[config.mk]
export PLATFORM = sky130hd
export DESIGN_NAME = aclock_cfg_seq
export DESIGN_NICKNAME = d
export VERILOG_FILES = /design/src/rtl/aclock_cfg_seq.sv
export SDC_FILE = /design/constraint.sdc
export NUM_CORES = 1
export LEC_CHECK = 0
export ABC_AREA = 1
export BUFFER_PORTS_ARGS = -buffer_cell sky130_fd_sc_hd__buf_2
export CAP_MARGIN = 20
export CORE_ASPECT_RATIO = 1.25
export CORE_MARGIN = 2
export CORE_UTILIZATION = 49
export CTS_CLUSTER_SIZE = 8
export DETAILED_ROUTE_END_ITERATION = 10
export HOLD_SLACK_MARGIN = 0.15
export PLACE_DENSITY = 0.78
export REMOVE_ABC_BUFFERS = 1
export SLEW_MARGIN = 15
export SYNTH_ARGS = -nofsm -noshare
export SYNTH_HDL_FRONTEND = slang
export SYNTH_SLANG_ARGS = --single-unit
[constraint.sdc]
create_clock -name clk -period 1.6 [get_ports clk]
set_clock_uncertainty 0.05 [all_clocks]
set_input_delay 0.24 -clock clk [delete_from_list [all_inputs] [get_ports clk]]
set_output_delay 0.24 -clock clk [all_outputs]
set_load 0.005 [all_outputs]
[src/rtl/aclock_cfg_seq.sv]
// ---------------------------------------------------------------------------
// aclock_cfg_seq -- configuration / snooze sequencer for an alarm-clock core.
//
// Accepts set-time / set-alarm requests over a valid/ready handshake, checks
// the requested BCD hh:mm, and drives the clock core's load bus and load
// strobes. When the alarm is ringing and the snooze button is pressed, it
// silences the alarm with a one-cycle STOP_al strobe. With ACLK_SNOOZE_EN
// defined it then reloads the alarm at current time + SNOOZE_MIN minutes.
// Without ACLK_SNOOZE_EN the sequencer only silences the alarm.
//
// Parameters
//   SNOOZE_MIN  snooze interval in minutes (1..9)
//   LD_CYCLES   number of cycles a load strobe is held (1..15)
//
// Ports
//   clk, reset                     clock, asynchronous active-high reset
//   cfg_valid / cfg_ready          request handshake
//   cfg_kind                       0 = set time, 1 = set alarm
//   cfg_h1/h0/m1/m0                requested BCD hh:mm
//   cfg_done / cfg_err             one-cycle completion / rejection pulses
//   al_off                         pulse, disarms the alarm (AL_ON -> 0)
//   snz_req                        snooze button (level)
//   Alarm                          alarm ringing, from the clock core
//   H_out1/H_out0/M_out1/M_out0    current BCD time from the clock core
//   H_in1/H_in0/M_in1/M_in0        BCD load value to the clock core
//   LD_time / LD_alarm             load strobes to the clock core
//   STOP_al                        alarm silence strobe
//   AL_ON                          alarm arm enable
// ---------------------------------------------------------------------------
module aclock_cfg_seq #(
    parameter int SNOOZE_MIN = 5,
    parameter int LD_CYCLES  = 1
) (
    input  logic       clk,
    input  logic       reset,
    input  logic       cfg_valid,
    output logic       cfg_ready,
    input  logic       cfg_kind,
    input  logic [1:0] cfg_h1,
    input  logic [3:0] cfg_h0,
    input  logic [3:0] cfg_m1,
    input  logic [3:0] cfg_m0,
    output logic       cfg_done,
    output logic       cfg_err,
    input  logic       al_off,
    input  logic       snz_req,
    input  logic       Alarm,
    input  logic [1:0] H_out1,
    input  logic [3:0] H_out0,
    input  logic [3:0] M_out1,
    input  logic [3:0] M_out0,
    output logic [1:0] H_in1,
    output logic [3:0] H_in0,
    output logic [3:0] M_in1,
    output logic [3:0] M_in0,
    output logic       LD_time,
    output logic       LD_alarm,
    output logic       STOP_al,
    output logic       AL_ON
);

    // Load counter value for the final strobe cycle is zero; start value:
    localparam logic [3:0] LD_START = 4'(LD_CYCLES - 1);

    typedef enum logic [2:0] {
        ST_IDLE  = 3'd0,
        ST_CHECK = 3'd1,
        ST_LOAD  = 3'd2,
        ST_STOP  = 3'd3
`ifdef ACLK_SNOOZE_EN
        ,
        ST_CALC  = 3'd4
`endif
    } state_t;

    state_t      state_reg;
    state_t      state_next;

    logic        kind_reg;        // 0 = time load, 1 = alarm load
    logic [13:0] cap_time_reg;    // captured request {h1,h0,m1,m0}
    logic [13:0] hin_reg;         // value presented on H_in*/M_in*
    logic [3:0]  ld_cnt_reg;      // strobe cycles remaining after this one
    logic        done_reg;
    logic        al_on_reg;
    logic        armed_reg;       // snooze may fire for the current Alarm
    logic        ready_en_reg;    // low until the first edge after reset

    logic        snz_hit;
    logic        snz_fire;
    logic        cfg_accept;
    logic        cap_ok;
    logic        ld_last;

    logic [1:0]  cap_h1;
    logic [3:0]  cap_h0;
    logic [3:0]  cap_m1;
    logic [3:0]  cap_m0;

    assign cap_h1 = cap_time_reg[13:12];
    assign cap_h0 = cap_time_reg[11:8];
    assign cap_m1 = cap_time_reg[7:4];
    assign cap_m0 = cap_time_reg[3:0];

    // Legal BCD time: every digit a decimal digit, hh <= 23, mm <= 59.
    assign cap_ok = (cap_h0 <= 4'd9) && (cap_m0 <= 4'd9) && (cap_m1 <= 4'd5) &&
                    ((cap_h1 < 2'd2) || ((cap_h1 == 2'd2) && (cap_h0 <= 4'd3)));

    // A ringing alarm with the button down blocks configuration even when
    // the snooze for this ring has already been used.
    assign snz_hit    = snz_req & Alarm;
    assign snz_fire   = (state_reg == ST_IDLE) & snz_hit & armed_reg;
    assign cfg_accept = cfg_valid & cfg_ready;
    assign ld_last    = (ld_cnt_reg == 4'd0);

`ifdef ACLK_SNOOZE_EN
    // Snooze target: current time + SNOOZE_MIN, digit by digit in BCD.
    logic [4:0]  snz_m0_sum;
    logic        snz_m0_carry;
    logic [3:0]  snz_m0;
    logic [3:0]  snz_m1_inc;
    logic        snz_m1_carry;
    logic [3:0]  snz_m1;
    logic [1:0]  snz_h1;
    logic [3:0]  snz_h0;
    logic [13:0] snz_time;

    always_comb begin
        snz_m0_sum   = {1'b0, M_out0} + 5'(SNOOZE_MIN);
        snz_m0_carry = (snz_m0_sum >= 5'd10);
        snz_m0       = snz_m0_carry ? 4'(snz_m0_sum - 5'd10) : snz_m0_sum[3:0];
        snz_m1_inc   = M_out1 + {3'd0, snz_m0_carry};
        snz_m1_carry = (snz_m1_inc >= 4'd6);
        snz_m1       = snz_m1_carry ? 4'd0 : snz_m1_inc;
        snz_h1       = H_out1;
        snz_h0       = H_out0;
        if (snz_m1_carry) begin
            if ((H_out1 == 2'd2) && (H_out0 >= 4'd3)) begin
                // 23:5x rolls over midnight
                snz_h1 = 2'd0;
                snz_h0 = 4'd0;
            end else if (H_out0 >= 4'd9) begin
                snz_h1 = H_out1 + 2'd1;
                snz_h0 = 4'd0;
            end else begin
                snz_h0 = H_out0 + 4'd1;
            end
        end
        snz_time = {snz_h1, snz_h0, snz_m1, snz_m0};
    end
`else
    // Current time and snooze length are only needed for the alarm reload.
    logic snooze_unused;
    assign snooze_unused = ^{H_out1, H_out0, M_out1, M_out0, 4'(SNOOZE_MIN)};
`endif

    // ---------------- FSM: state register ----------------
    always_ff @(posedge clk or posedge reset) begin
        if (reset) begin
            state_reg <= ST_IDLE;
        end else begin
            state_reg <= state_next;
        end
    end

    // ---------------- FSM: next state ----------------
    always_comb begin
        state_next = state_reg;
        case (state_reg)
            ST_IDLE: begin
                if (snz_fire) begin
                    state_next = ST_STOP;
                end else if (cfg_accept) begin
                    state_next = ST_CHECK;
                end
            end
            ST_CHECK: begin
                state_next = cap_ok ? ST_LOAD : ST_IDLE;
            end
            ST_LOAD: begin
                if (ld_last) begin
                    state_next = ST_IDLE;
                end
            end
            ST_STOP: begin
`ifdef ACLK_SNOOZE_EN
                state_next = ST_CALC;
`else
                state_next = ST_IDLE;
`endif
            end
`ifdef ACLK_SNOOZE_EN
            ST_CALC: begin
                state_next = ST_LOAD;
            end
`endif
            default: begin
                state_next = ST_IDLE;
            end
        endcase
    end

    // ---------------- FSM: outputs ----------------
    // Strobes decode straight from the state register so an asynchronous
    // reset drops them without waiting for a clock edge.
    always_comb begin
        cfg_ready = ready_en_reg & (state_reg == ST_IDLE) & ~snz_hit;
        cfg_err   = (state_reg == ST_CHECK) & ~cap_ok;
        LD_time   = (state_reg == ST_LOAD) & ~kind_reg;
        LD_alarm  = (state_reg == ST_LOAD) & kind_reg;
        STOP_al   = (state_reg == ST_STOP);
        cfg_done  = done_reg;
        AL_ON     = al_on_reg;
        H_in1     = hin_reg[13:12];
        H_in0     = hin_reg[11:8];
        M_in1     = hin_reg[7:4];
        M_in0     = hin_reg[3:0];
    end

    // ---------------- datapath ----------------
    always_ff @(posedge clk or posedge reset) begin
        if (reset) begin
            kind_reg     <= 1'b0;
            cap_time_reg <= '0;
            hin_reg      <= '0;
            ld_cnt_reg   <= '0;
            done_reg     <= 1'b0;
            al_on_reg    <= 1'b0;
            armed_reg    <= 1'b1;
            ready_en_reg <= 1'b0;
        end else begin
            ready_en_reg <= 1'b1;

            if (cfg_accept) begin
                kind_reg     <= cfg_kind;
                cap_time_reg <= {cfg_h1, cfg_h0, cfg_m1, cfg_m0};
            end

            if ((state_reg == ST_CHECK) && cap_ok) begin
                hin_reg    <= cap_time_reg;
                ld_cnt_reg <= LD_START;
            end

`ifdef ACLK_SNOOZE_EN
            if (snz_fire) begin
                kind_reg <= 1'b1;
            end
            if (state_reg == ST_CALC) begin
                hin_reg    <= snz_time;
                ld_cnt_reg <= LD_START;
            end
`endif

            if ((state_reg == ST_LOAD) && !ld_last) begin
                ld_cnt_reg <= ld_cnt_reg - 4'd1;
            end

            done_reg <= (state_reg == ST_LOAD) & ld_last;

            // al_off beats a coincident alarm-load completion
            if (al_off) begin
                al_on_reg <= 1'b0;
            end else if ((state_reg == ST_LOAD) && ld_last && kind_reg) begin
                al_on_reg <= 1'b1;
            end

            // One snooze per ring: re-armed only once Alarm has dropped.
            if (snz_fire) begin
                armed_reg <= 1'b0;
            end else if (!Alarm) begin
                armed_reg <= 1'b1;
            end
        end
    end

endmodule
[After elaboration in Yosys (flattened, before gate mapping)]
Index checks and enable logic that the tools add are counted.
Storage, ports and cells
  bits in registers: 40
  input bits: 35
  output and inout port bits: 21
  word-level logic and storage cells: 61
Operators by class
  equality and inequality tests: 7
  reduce and logical (&&, ||, !) cells: 15
  bitwise gates (word level): 13
  order comparisons: 5
  mux-type cells: 11
  $add $sub $neg: 1
Operators with widths (number)
  bitwise AND 1 bit: 10
  2-to-1 mux 3 bit: 3
  one-hot mux 3 bit (3 select lines): 1
  less-or-equal comparator 4 bit (second input constant): 2
  logical AND 1 bit: 8
  2-to-1 mux 4 bit: 2
  equality test 3 x 2 -> 1 bit (second input constant): 2
  less-or-equal comparator 4 x 2 -> 1 bit (second input constant): 1
  less-or-equal comparator 4 x 3 -> 1 bit (second input constant): 1
  logical NOT 4 bit: 1
  2-to-1 mux 1 bit: 4
  nonzero test 2 bit: 2
  subtractor 4 x 1 -> 4 bit (second input constant): 1
  equality test 3 x 1 -> 1 bit (second input constant): 1
  logical NOT 3 bit: 1
  != test 3 bit (second input constant): 1
  NOT 1 bit: 3
  equality test 2 bit (second input constant): 1
  less-than comparator 2 bit (second input constant): 1
  2-to-1 mux 2 bit: 1
  != test 2 x 1 -> 1 bit (second input constant): 1
  != test 2 bit (second input constant): 1
  AND reduction 2 bit: 1
  logical NOT 1 bit: 1
  logical OR 1 bit: 1

[Longest topological paths before layout]
  depth in word-level cells: 7
  mapped depth: 7
  mapped depth without buffers: 6

[Worst setup path after synthesis]
No wires, ideal clock.
  path type: flip-flop to flip-flop
  start: reg state_reg[1]
  end: reg cap_time_reg[10]
  data required time: 1430 ps
  setup time: 120 ps
  stages on the path, launching flop included: 7
  setup slack: 308 ps
  arrival time: 1122 ps
  buffers on the path: 1
  period minus slack after synthesis: 1292 ps
  cells stage by stage: dfrtp_1 -> or2_4 -> nor2_4 -> nand2_4 -> buf_6 -> nor2_1 -> a21oi_2
On the way
  word-level cells in the longest chain between the ends: 4
Ends and longest elaborated chain
  from (decl): line 76  | state_t state_reg;
  from (signal assigned): line 161  | state_reg <= state_next;
  logical NOT 3 bit: line 206  | cfg_ready = ready_en_reg & (state_reg == ST_IDLE) & ~snz_hit;
  bitwise AND 1 bit (2 in series): line 206
  named net cfg_ready: line 37  | output logic cfg_ready,
  bitwise AND 1 bit: line 112  | assign cfg_accept = cfg_valid & cfg_ready;
  to (signal assigned): line 235  | cap_time_reg <= {cfg_h1, cfg_h0, cfg_m1, cfg_m0};
  to (decl): line 80  | logic [13:0] cap_time_reg;
The timed path passes the listed nets, and every way through them passes these cells.
A chain may end at the register's enable or synchronous reset.

[Final worst setup path]
  start: reg state_reg[1]
  end: out cfg_ready
On the way
  word-level cells in the longest chain between the ends: 3
Ends and longest elaborated chain (line)
  logical NOT 3 bit: 206
  bitwise AND 1 bit (2 in series): 206
  to (decl): 37
Every way passes these cells.

==> metrics.cfg <==
[run_status]
outcome=completed

[cts]
cts_tree=done
numCtsBuffers=5
path_clk_slew_ns=0.07
clock_latency_ns=0.28
cts-root-buf=clkbuf_8
htreeDepth=2
cts_buffer_depth=2
cts.sinks=39

[worst_setup_path]
critPathKind=reg -> out
regToRegSetupSlack_ns=0.17
endpoint_kind=output pin
critPathLaunchType=flop
reg2regPathDepth=5
r2r_start=state_reg[1]
critical_path.slowest_cell=dfrtp_1
cp.required_ns=1.31
critical_path.startpoint=state_reg[1]
slowest_delay_ns=0.41
arrival_ns=1.25
r2r-end=cap_time_reg[8]
worstPathMaxFanout=4
path_cells=or2_4, nor2_4, buf_2

[flow_run]
max-cap-violations=0

[hold_path]
worstHoldPathCells=3
hold_path.startpoint=cfg_h0[1]
hold_class=in -> reg
hold_end=cap_time_reg[9]

[layout]
syn2layout_area_growth_pct=27.1
multi_input_area_um2=594
post-route-util=0.663
antennaDiodeCount=0
fill_cells=293
layout.nets=271
regArea_um2=977
drive_above_1_share=0.328

[synthesis]
syn_avg_cell_area_um2=9.58
synth_area_um2=1700
synth-edff-count=0
yosysWarningCount=0
synth_top_cell_area_share=0.561
synth_common_cells=dfrtp_1 (38), nand2_1 (31), inv_1 (26), nor2_1 (21), a21oi_2 (16)
synth_flop_cell=dfrtp_1
synth_top_family_by_area=simple AND/OR/NAND/NOR gates
synthTopCellsByArea=dfrtp_1 (56%), a21oi_2 (8.3%), nand2_1 (6.9%), inv_1 (5.8%), nor2_1 (4.6%)
ys_types=23
synth_fa_ha_area_frac=0.0148
synth_xor_area_frac=0.00517
yosysSeqAreaShare=0.576
yosysMostFrequentCell=dfrtp_1
synth_simple_gate_area_share=0.178
synth_top_area_cell=dfrtp_1
synth_compound_area_frac=0.137
synthMuxAreaShare=0
synth-seq-cells=39
netlist_instances=177
async_flop_share=1.00

[power_and_ir_drop]
combPwrFrac=0.220
swShare=0.283
peakVddDrop_mv=0.672
design_power_total_mw=2.42
clockPowerShare=0.254
power.internal_mw=1.73
p_sw_uw=685
power.leakage_nw=1.17
power.density_nw_per_um2=1120
pwr-share-seq=0.526

[route]
wl_mm=3.15
vias=1294
dr.pass1.iters=4
wire_per_inst_um=11.6
via_per_inst=4.76
antenna_left=0
drt_iter0_markers=42
drc=0

[die]
start_util=0.521
die_y_um=69.8
std_cell_rows=23
io-pin-count=56
die_area_um2=3950
core_um2=3250
die_x_um=56.6

[global_route]
grt_pass1_wl_mm=5.69
grt_start_max_net_pins=32
antenna_found_initial=0
grtUsageTotal=0.185
overflow=0
grt_pass1_vias=1345

[timing]
setup_viol=0
period_share=0.960
hold_slack_ns=0.158
maxSlewViolCount=0
period_needed_ns=1.54
finalHoldViolations=0
rsz0062_at_grt=true
clock.fmax_ghz=0.651

[placed_design]
dp_hpwl_mm=2.19
port-buffer-count=41
gp_congestion=0.772

==> layout make-up <==
type	count	share of cell area
clock buffer	7	0.0354
clock inverter	1	0.00232
inverter	26	0.0453
multi-input combinational	106	0.276
sequential	39	0.454
tap	37	0.0215
timing repair buffer	56	0.166
==> logic make-up after synthesis <==
family,after synthesis
simple gates,68
flops,39
compound gates,34
buf+inv,32
fa+ha+maj,2
xor+xnor,1
other cells,1
==> per-layer routing <==
layer	vias to the layer above	part of all wire	track usage
met3	4	0.057	0.0522
met4	0	0.013	0.0556
met1	589	0.43	0.227
li1	663	-	-
met5	-	0	0
met2	38	0.50	0.313
==> worst max-delay path: cells and delay by family, from the launching register on <==
family                 cells  cell delay, ns
buffers and inverters      1            0.14
flip-flops                 1            0.41
AND/OR/NAND/NOR            2            0.43
==> stage by stage <==
| stage | setup TNS (ns) | instances | setup slack (ns) | instance area, um2 |
|---|---|---|---|---|
| 6_report | 0 | 272 | 0.0634 | 2150 |
| 5_1_grt | -0.0232 | 272 | -0.0232 | 2150 |
| 4_1_cts | 0 | 272 | 0.0297 | 2130 |
| 3_5_place_dp | 0 | 253 | 0.0845 | 1940 |
| 3_3_place_gp | 0 | 253 | 0.115 | 1940 |
| 2_1_floorplan | -2.81 | 171 | -0.159 | 1650 |
==> worst max path at each step <==
stage / end
after floorplan: hin_reg[0]
after global routing: cfg_err
final: cfg_ready
after CTS: cfg_err
after detailed placement: cap_time_reg[8]
after global placement: cap_time_reg[4]
==> placed cells by master, fill, tap and decap left out, types with 2 or more instances in the layout <==
cell / count
a21oi_2: 15
buf_2: 41
buf_4: 3
clkbuf_1: 2
clkbuf_8: 5
dfrtp_1: 38
dlygate4sd3_1: 11
ha_1: 2
inv_1: 26
nand2_1: 31
nand3_1: 4
nand4_1: 2
nor2_1: 21
nor2_2: 5
o21ai_1: 14
==> repair_timing <==
item | in CTS | in global routing
endpoints found under the hold margin | 17 | 0
resized for setup | 0 | 3
hold buffers | 11 | 0
endpoints found under the setup margin | 0 | 9
setup buffers | 0 | 0
==> power groups by stage <==
stage	clock network [mW]	logic [mW]	registers [mW]
2_1_floorplan	0	0.304	1.29
3_3_place_gp	0	0.495	1.28
3_5_place_dp	0	0.511	1.29
4_1_cts	0.650	0.533	1.27
5_1_grt	0.691	0.610	1.30
6_report	0.613	0.532	1.27
Power figures use the tool's default switching activity.
